--- config.mk ---
export PLATFORM = sky130hd
export DESIGN_NAME = vpp_dc_extractor
export DESIGN_NICKNAME = d
export VERILOG_FILES = /design/src/rtl/vpp_dc_extractor_pkg.sv /design/src/rtl/vpp_dc_extractor_minmax_tracker.sv /design/src/rtl/vpp_dc_extractor.sv
export SDC_FILE = /design/constraint.sdc
export NUM_CORES = 1
export LEC_CHECK = 0
export ABC_AREA = 1
export CORE_MARGIN = 5
export CORE_UTILIZATION = 45
export DETAILED_ROUTE_END_ITERATION = 7
export GPL_TIMING_DRIVEN = 0
export MAX_ROUTING_LAYER = met4
export PLACE_DENSITY = 0.72
export RECOVER_POWER = 100
export SLEW_MARGIN = 30
export SYNTH_ARGS = -nofsm -noshare
export SYNTH_HDL_FRONTEND = slang
export SYNTH_SLANG_ARGS = --single-unit
export TNS_END_PERCENT = 10
--- constraint.sdc ---
create_clock -name sample_clk -period 4.4 [get_ports sample_clk]
set_clock_uncertainty 0.2 [all_clocks]
set_input_delay 0.44 -clock sample_clk [delete_from_list [all_inputs] [get_ports sample_clk]]
set_output_delay 0.44 -clock sample_clk [all_outputs]
set_load 0.05 [all_outputs]
--- src/rtl/vpp_dc_extractor_pkg.sv ---
// rtl/vpp_dc_extractor_pkg.sv - shared widths, limits, reload constants and FSM type
// Optional feature macro in this slice: VPP_AVG_EN
package vpp_dc_extractor_pkg;

   localparam int SAMPLE_W = 8;

   localparam logic signed [SAMPLE_W:0] SAT_MAX = 9'sd127;
   localparam logic signed [SAMPLE_W:0] SAT_MIN = -9'sd128;

   localparam logic [SAMPLE_W-1:0] MIN_RELOAD = 8'd255;
   localparam logic [SAMPLE_W-1:0] MAX_RELOAD = 8'd0;

   typedef enum logic {
      WARMUP = 1'b0,
      RUN    = 1'b1
   } state_t;

   function automatic logic [SAMPLE_W-1:0] sat8(input logic signed [SAMPLE_W:0] d);
      if (d > SAT_MAX)
         return SAT_MAX[SAMPLE_W-1:0];
      else if (d < SAT_MIN)
         return SAT_MIN[SAMPLE_W-1:0];
      else
         return d[SAMPLE_W-1:0];
   endfunction

endpackage

--- src/rtl/vpp_dc_extractor_minmax_tracker.sv ---
// rtl/vpp_dc_extractor_minmax_tracker.sv - running min/max of valid samples
// min/max outputs already include the sample presented this cycle.
module minmax_tracker
   import vpp_dc_extractor_pkg::*;
(
   input  logic                sample_clk,
   input  logic                rst_n,
   input  logic [SAMPLE_W-1:0] sample,
   input  logic                valid,
   input  logic                restart,
   output logic [SAMPLE_W-1:0] min,
   output logic [SAMPLE_W-1:0] max
);

   logic [SAMPLE_W-1:0] min_q;
   logic [SAMPLE_W-1:0] max_q;

   assign min = (valid && (sample < min_q)) ? sample : min_q;
   assign max = (valid && (sample > max_q)) ? sample : max_q;

   // restart accompanies the last sample of a window, so the next sample seeds both
   always_ff @(posedge sample_clk or negedge rst_n) begin
      if (!rst_n) begin
         min_q <= MIN_RELOAD;
         max_q <= MAX_RELOAD;
      end else if (valid) begin
         if (restart) begin
            min_q <= MIN_RELOAD;
            max_q <= MAX_RELOAD;
         end else begin
            min_q <= min;
            max_q <= max;
         end
      end
   end

endmodule

--- src/rtl/vpp_dc_extractor.sv ---
// rtl/vpp_dc_extractor.sv - windowed Vpp / DC offset measurement and DC removal
// Define VPP_AVG_EN to report vpp as the mean of the last four window values.
module vpp_dc_extractor
   import vpp_dc_extractor_pkg::*;
#(
   parameter int WINDOW_POINTS = 64,
   parameter int LOG2_WINDOW   = 6,
   parameter int MIN_VPP       = 8
) (
   input  logic                       sample_clk,
   input  logic                       rst_n,
   input  logic [SAMPLE_W-1:0]        adc_data,
   input  logic                       adc_valid,
   output logic signed [SAMPLE_W-1:0] signal_dc_removed,
   output logic                       signal_valid,
   output logic [SAMPLE_W-1:0]        vpp,
   output logic [SAMPLE_W-1:0]        dc_offset,
   output logic                       window_done,
   output logic                       stats_valid,
   output logic                       signal_present
);

   state_t                  state;
   logic [LOG2_WINDOW-1:0]  count;
   logic                    window_end;
   logic [SAMPLE_W-1:0]     cur_min;
   logic [SAMPLE_W-1:0]     cur_max;
   logic [SAMPLE_W-1:0]     raw_vpp;
   logic [SAMPLE_W:0]       mm_sum;
   logic [SAMPLE_W-1:0]     vpp_next;
   logic signed [SAMPLE_W:0] diff;

   assign window_end = adc_valid && (count == LOG2_WINDOW'(WINDOW_POINTS - 1));
   assign raw_vpp    = cur_max - cur_min;
   assign mm_sum     = {1'b0, cur_max} + {1'b0, cur_min};
   assign diff       = $signed({1'b0, adc_data}) - $signed({1'b0, dc_offset});
   assign stats_valid = (state == RUN);

   minmax_tracker u_minmax (
      .sample_clk (sample_clk),
      .rst_n      (rst_n),
      .sample     (adc_data),
      .valid      (adc_valid),
      .restart    (window_end),
      .min        (cur_min),
      .max        (cur_max)
   );

`ifdef VPP_AVG_EN
   logic [SAMPLE_W-1:0] hist [3];
   logic [SAMPLE_W+1:0] avg_sum;

   assign avg_sum  = 10'(raw_vpp) + 10'(hist[0]) + 10'(hist[1]) + 10'(hist[2]);
   assign vpp_next = avg_sum[SAMPLE_W+1:2];

   always_ff @(posedge sample_clk or negedge rst_n) begin
      if (!rst_n) begin
         hist[0] <= '0;
         hist[1] <= '0;
         hist[2] <= '0;
      end else if (window_end) begin
         hist[0] <= raw_vpp;
         hist[1] <= hist[0];
         hist[2] <= hist[1];
      end
   end
`else
   assign vpp_next = raw_vpp;
`endif

   // dc_offset read here is the pre-update value, so a window-end sample uses the old offset
   always_ff @(posedge sample_clk or negedge rst_n) begin
      if (!rst_n) begin
         state             <= WARMUP;
         count             <= '0;
         signal_dc_removed <= '0;
         signal_valid      <= 1'b0;
         vpp               <= '0;
         dc_offset         <= '0;
         window_done       <= 1'b0;
         signal_present    <= 1'b0;
      end else begin
         window_done  <= window_end;
         signal_valid <= adc_valid && (state == RUN);
         if (adc_valid) begin
            if (state == RUN)
               signal_dc_removed <= sat8(diff);
            if (window_end) begin
               count          <= '0;
               vpp            <= vpp_next;
               dc_offset      <= mm_sum[SAMPLE_W:1];
               signal_present <= (raw_vpp >= SAMPLE_W'(MIN_VPP));
               state          <= RUN;
            end else begin
               count <= count + LOG2_WINDOW'(1);
            end
         end
      end
   end

endmodule

==> qor.txt, run 1 <==
GR Overflow Total -> 0
CTS Sinks -> 50
FILL cells -> 767
# port buffers -> 38
Wirelength per Cell -> 13.2 µm
Overall Power -> 3.46 mW
Worst r2r src -> u_minmax.max_q[5]
Area contributors post-synth -> dfrtp_1, nand2_1, ha_1
GPL Wtd Cong -> 0.937
Most common library cell in the layout ignoring fill and taps -> nand2_1
Area of the mapped netlist -> 3600 µm²
CP Launch Type -> primary input
Post-Route WL -> 8300 µm
Clock Path Buffers -> 2
Placed Area -> 4110 µm²
Unique masters post-synth -> 35
Die Ht -> 99.5 µm
Core area -> 7770 µm²
ANT cells -> 0
Outcome -> finished with violations
Antenna Nets Post-Route -> 0
Final Critical Period -> 3.88 ns
Final Hold Fails -> 0
Failing checks -> capacitance limit, slew limit
Initial Util -> 46.4%
Syn avg cell area -> 7.54 µm²
Cells after Synth -> 478
DR pass1 iterations -> 5
Clk root buf -> clkbuf_8
RSZ-0062 raised after global routing -> no
Synth Register Bits -> 50
Detailed-route via count -> 3170
Final #Nets -> 577
Die footprint -> 9900 µm²
Worst Max-Slew Pin Slew -> 2.64 ns
Final Setup Violations -> 0
Fin crit share -> 88.1%
Drt drc -> 0
Layout cells sized above 1 -> 6.67%
HPWL after DPL -> 6610 µm
Synth area leader -> dfrtp_1
Number of global-route vias before repair -> 3021
Synthesized net count -> 531
Non-Filler Instances -> 627
Worst Setup Path Type -> in -> reg
Post-CTS Setup Repair Bufs -> 0
Dpl cells -> 618
PwrDens -> 829 nW/µm²
Reg clk slew, reported paths -> 0.10 ns
Max cap viols -> 1
Max FO, Critical Path -> 9
Fmax -> 258 MHz
Critical path arrival -> 3.87 ns
Commonest non-fill, non-tap cells in the layout -> nand2_1, inv_1, dfrtp_1, ha_1, nor2_1
Top cell type's share of synthesized area -> 29.2%
Fin Setup TNS -> 0 ns
Largest net degree at the start of global routing -> 51
H-tree levels -> 2
First-pass GRT wire length -> 14000 µm
Sequential area share after synthesis -> 35.0%
FP Rows -> 32
Leakage -> 2.27 nW
Max rail drop VDD -> 0.000380 V
Num CTS Buffers -> 5
Initial antenna violation count -> 0
Critical Path End Type -> flop
Relative slew slack -> -76.0%
Vias per cell -> 5.06
Io pins -> 39
Total GRT Usage -> 18.2%
CP required -> 4.40 ns
Tightest Hold Check Type -> reg -> reg
First DRT Iteration DRCs -> 117
Design Area, Final -> 4170 µm²
Layout area overhead -> 15.7%
TritonCTS clock tree -> built
Crit path from -> adc_data[3]
Clock latency on the worst-skew pair -> 0.30 ns
Die X -> 99.5 µm
Hold wc startpoint -> signal_dc_removed[7]
Yosys warnings -> 0
Fin. max-slew vios -> 51
-- cell families after synthesis --
family,share of synthesized area (%)
simple gates,28.6
buf+inv,9.97
compound gates,9.27
flops,35.0
fa+ha+maj,15.2
xor+xnor,1.94
-- synthesized netlist by cell type --
cell type    n
inv_2        4
buf_4        1
a31oi_1      1
dfstp_2      8
dfrtp_1     42
xor2_1       5
nand3b_1     7
a21oi_2      2
nor3_4       1
o21ai_1      1
o21ai_2      1
a21oi_1     27
buf_6        2
fa_1         3
nand2_2      5
ha_1        39
a31oi_4      1
xnor2_1      3
inv_1       77
o21bai_1     2
nor2_4       1
or2_2        3
nand4_1     14
buf_2        5
nand3_4      1
o21ai_0     18
and2_1       1
nor2_1      32
a21boi_0     1
o211ai_1     1
nand2_1    133
o22ai_2      1
nor3_1       2
o21a_1       1
nand3_1     32
-- worst max-delay path, cell delays in order --
cell	delay (ns)
dlygate4sd3_1	0.73
ha_1	0.31
a21oi_1	0.16
o21ai_0	0.10
nand2_1	0.06
nand2_1	0.18
nand2_1	0.28
nand2_1	0.08
nand2_1	0.16
inv_1	0.07
ha_1	0.22
fa_1	0.43
a21oi_1	0.15
o21ai_0	0.17
nand4_1	0.13
nand3_1	0.08
nand2_1	0.06
o21ai_0	0.06
-- worst paths after layout --
kind | slack, ns | end | depth (start not counted)
min in group asynchronous | 1.30 | count[2] | 2
setup / recovery | 0.52 | dc_offset[7] | 18
setup reg to reg | 0.98 | dc_offset[7] | 18
hold reg to reg | 0.28 | signal_dc_removed[7] | 2
max in group asynchronous | 1.20 | vpp[6] | 2
hold / removal | 0.28 | signal_dc_removed[7] | 2
-- power breakdown --
group	switching (mW)	leakage (nW)	internal [mW]
Sequential	0.0996	0.605	0.677
Combinational	1.61	1.62	0.801
Clock	0.159	0.0483	0.112
-- routing by layer --
layer | wire length (µm) | GRT usage (%) | part of all wire, % | vias to the layer above
met5 | 0 | - | 0 | -
met4 | 145 | 5.57 | 1.7 | 0
met3 | 407 | 3.16 | 4.9 | 13
met2 | 4080 | 30.0 | 49 | 73
met1 | 3660 | 22.9 | 44 | 1465
li1 | - | - | - | 1619
-- sequential cells by signal, indices dropped and copies added (netlist names) --
signal	count
signal_dc_removed	8
window_done	1
vpp	8
count	6
u_minmax.min_q	8
signal_present	1
signal_valid	1
dc_offset	8
stats_valid	1
u_minmax.max_q	8
-- cell type report --
class | instances | area [µm²] | share of cell area (%)
sequential | 50 | 1260 | 30.2
buffer | 8 | 50.0 | 1.20
multi-input combinational | 339 | 1960 | 46.9
clock buffer | 5 | 68.8 | 1.65
inverter | 81 | 304 | 7.29
timing repair buffer | 39 | 384 | 9.21
clock inverter | 3 | 18.8 | 0.450
tap | 102 | 128 | 3.06
-- what timing repair did --
action	CTS	global route
endpoints found under the hold margin	42	0
hold buffers	1	0
resized for setup	0	0
setup endpoints to repair	0	0
-- per-stage QoR --
stage / hold WS, ns / setup slack, ns / utilization [%]
finish: 0.285 / 0.523 / 53.7
global route: 0.314 / 0.203 / 53.7
CTS: 0.297 / 0.594 / 54.2
detailed placement: 0.265 / 0.269 / 52.9
global placement: 0.263 / 0.298 / 52.9
floorplan: -0.0556 / 1.36 / -
Power figures use the tool's default switching activity.
==> inputs of run 2 (changes only) <==
- CORE_MARGIN: 5 -> default
==> run 2 against run 1 <==
  * The run still ends with capacitance limit, slew limit left
  * Setup slack got worse by 0.052 ns
  * Maximum frequency decreased by 1.3%
  * Non-clock buffer count unchanged
  * Combinational power about the same
  * Clock power increased by 15%
  * Clock-buffer cell count increased by 2
  * Largest power group unchanged
==> qor.txt, run 2 (same netlist as run 1, synthesis figures left out) <==
Reg clk slew, reported paths -> 0.09 ns (about the same)
Worst R2R Setup Slack -> 0.94 ns (-0.04 ns)
Worst Max-Slew Pin Slew -> 2.70 ns (+0.0597 ns)
Final Hold Fails -> 0 (unchanged)
Final Critical Period -> 3.93 ns (+0.0523 ns)
Leakage -> 2.28 nW (+0.32%)
Max rail drop VDD -> 0.000426 V (+12%)
Most frequent CP cell -> nand2_1
Largest delay share family, worst path -> adder cells
Critical Path Slowest Stage Cell -> dlygate4sd3_1
FF-to-FF path depth -> 16 (-2)
CTS Sinks -> 50 (unchanged)
Antenna Nets Post-Route -> 0 (unchanged)
CP Launch Type -> primary input
GR Overflow Total -> 0 (unchanged)
Crit path from -> adc_data[3]
Crit-path max cell delay -> 0.77 ns (+0.04 ns)
Outcome -> finished with violations
# port buffers -> 38 (unchanged)
Drt drc -> 0 (unchanged)
Post-Route WL -> 8220 µm (-0.90%)
Final #Nets -> 577 (unchanged)
Design Area, Final -> 4200 µm² (+0.75%)
DR pass1 iterations -> 4 (-1)
Vias per cell -> 4.98 (-1.6%)
Die X -> 91.5 µm (-8.0%)
Largest net degree at the start of global routing -> 51 (unchanged)
First DRT Iteration DRCs -> 154 (+32%)
HPWL after DPL -> 6340 µm (-4.0%)
Crit-path cells -> dlygate4sd3_1 > ha_1 > a21oi_1 > o21ai_0 > nand2_1 > nand2_1 > nand2_1 > nand2_1 > nand2_1 > inv_1 > ha_1 > fa_1 > a21oi_1 > o21ai_0 > o21ai_0 > o21ai_2
Post-CTS Resized -> 0 (unchanged)
PwrDens -> 831 nW/µm² (+0.25%)
Register Area -> 1260 µm² (unchanged)
Worst R2R End -> dc_offset[3]
Num CTS Buffers -> 5 (unchanged)
Overall Power -> 3.49 mW (+1.0%)
Final core occ -> 54.4% (+0.68 points)
Total GRT Usage -> 21.7% (+3.5 points)
Tightest Hold Check Type -> reg -> reg
Worst hold endpoint -> signal_dc_removed[7]
Worst Setup Path Type -> in -> reg
Detailed-route via count -> 3120 (-1.6%)
Commonest non-fill, non-tap cells in the layout -> nand2_1, inv_1, dfrtp_1, ha_1
RSZ-0062 raised after global routing -> no
Die Ht -> 91.5 µm (-8.0%)
Max FO, Critical Path -> 9 (unchanged)
Initial Util -> 46.6% (+0.24 points)
Hold WS -> 0.280 ns (-0.00430 ns)
Core area -> 7730 µm² (-0.52%)
Max cap viols -> 1 (unchanged)
Relative slew slack -> -80.0% (-4.0 points)
Hold wc startpoint -> signal_dc_removed[7]
Hold depth -> 2 (unchanged)
ANT cells -> 0 (unchanged)
Area of the multi-input gates -> 1970 µm² (+0.70%)
Fin crit share -> 89.3% (+1.2 points)
CP required -> 4.39 ns (about the same)
Number of global-route vias before repair -> 2941 (-2.6%)
FILL cells -> 767 (unchanged)
Fin Setup TNS -> 0 ns (unchanged)
Critical Path End Type -> flop
Initial antenna violation count -> 0 (unchanged)
Worst Path Buf+Inv -> 2 (unchanged)
FP Rows -> 32 (unchanged)
Wirelength per Cell -> 13.1 µm (-0.90%)
Critical path arrival -> 3.91 ns (+0.04 ns)
Layout area overhead -> 16.6%
Clock Path Buffers -> 2 (unchanged)
Io pins -> 39 (unchanged)
GPL Wtd Cong -> 0.944 (+0.80%)
Final Setup Violations -> 0 (unchanged)
Fin. max-slew vios -> 51 (unchanged)
TritonCTS clock tree -> built
Die footprint -> 8370 µm² (-15%)
Fmax -> 255 MHz (-1.3%)
Post-CTS Setup Repair Bufs -> 0 (unchanged)
Failing checks -> capacitance limit, slew limit
Most common library cell in the layout ignoring fill and taps -> nand2_1
First-pass GRT wire length -> 14000 µm (-0.34%)
Clk root buf -> clkbuf_8
Worst r2r src -> u_minmax.max_q[5]
Clock latency on the worst-skew pair -> 0.30 ns (about the same)
Layout cells sized above 1 -> 7.05% (+0.38 points)
H-tree levels -> 2 (unchanged)
Placed Area -> 4110 µm² (unchanged)
## run 2: final cells by class
| cell class | instances | area share (%) |
|---|---|---|
| Clock inverter | 1 | 0.208 |
| Inverter | 81 | 7.24 |
| Clock buffer | 7 | 2.29 |
| Tap cell | 102 | 3.04 |
| Buffer | 8 | 1.19 |
| Timing Repair Buffer | 39 | 9.14 |
| Multi-Input combinational cell | 339 | 46.9 |
| Sequential cell | 50 | 30.0 |
## run 2: stage by stage
stage / worst slack [ns] / cells
2_1_floorplan: 1.36 / 478
3_3_place_gp: 0.272 / 618
3_5_place_dp: 0.233 / 618
4_1_cts: 0.555 / 627
5_1_grt: 0.170 / 627
6_report: 0.471 / 627
## run 2: report_power, final
group | leakage (nW) | internal (mW) | total, mW | switching (mW)
Clock | 0.0544 | 0.145 | 0.312 | 0.167
Combinational | 1.62 | 0.805 | 2.41 | 1.60
Sequential | 0.605 | 0.677 | 0.775 | 0.0986
Total | 2.28 | 1.63 | 3.49 | 1.87
## run 2: repair_timing
action,CTS,global route
hold endpoints to repair,42,0
endpoints found under the setup margin,0,0
hold buffers,1,0
## run 2: tightest hold or removal path: cells and delay by family (launching register included)
kind             cells  cell delay (ns)
DFF                  1             0.35
and+or+nand+nor      2             0.10
## run 2: worst max-delay path by stage
stage / slack (ns) / cells past startpoint / endpoint
CTS: 0.55 / 18 / dc_offset[7]
floorplan: 1.36 / 17 / dc_offset[7]
global route: 0.17 / 19 / signal_present
finish: 0.47 / 16 / dc_offset[3]
detailed placement: 0.23 / 18 / dc_offset[7]
global placement: 0.27 / 18 / dc_offset[7]
## run 2: per-layer routing
| layer | routed length (µm) | vias to the layer above | track usage, % |
|---|---|---|---|
| met2 | 3990 | 49 | 37.3 |
| met1 | 3900 | 1443 | 27.8 |
| li1 | - | 1621 | - |
| met3 | 234 | 7 | 3.18 |
| met5 | 0 | - | - |
| met4 | 97 | 0 | 3.17 |
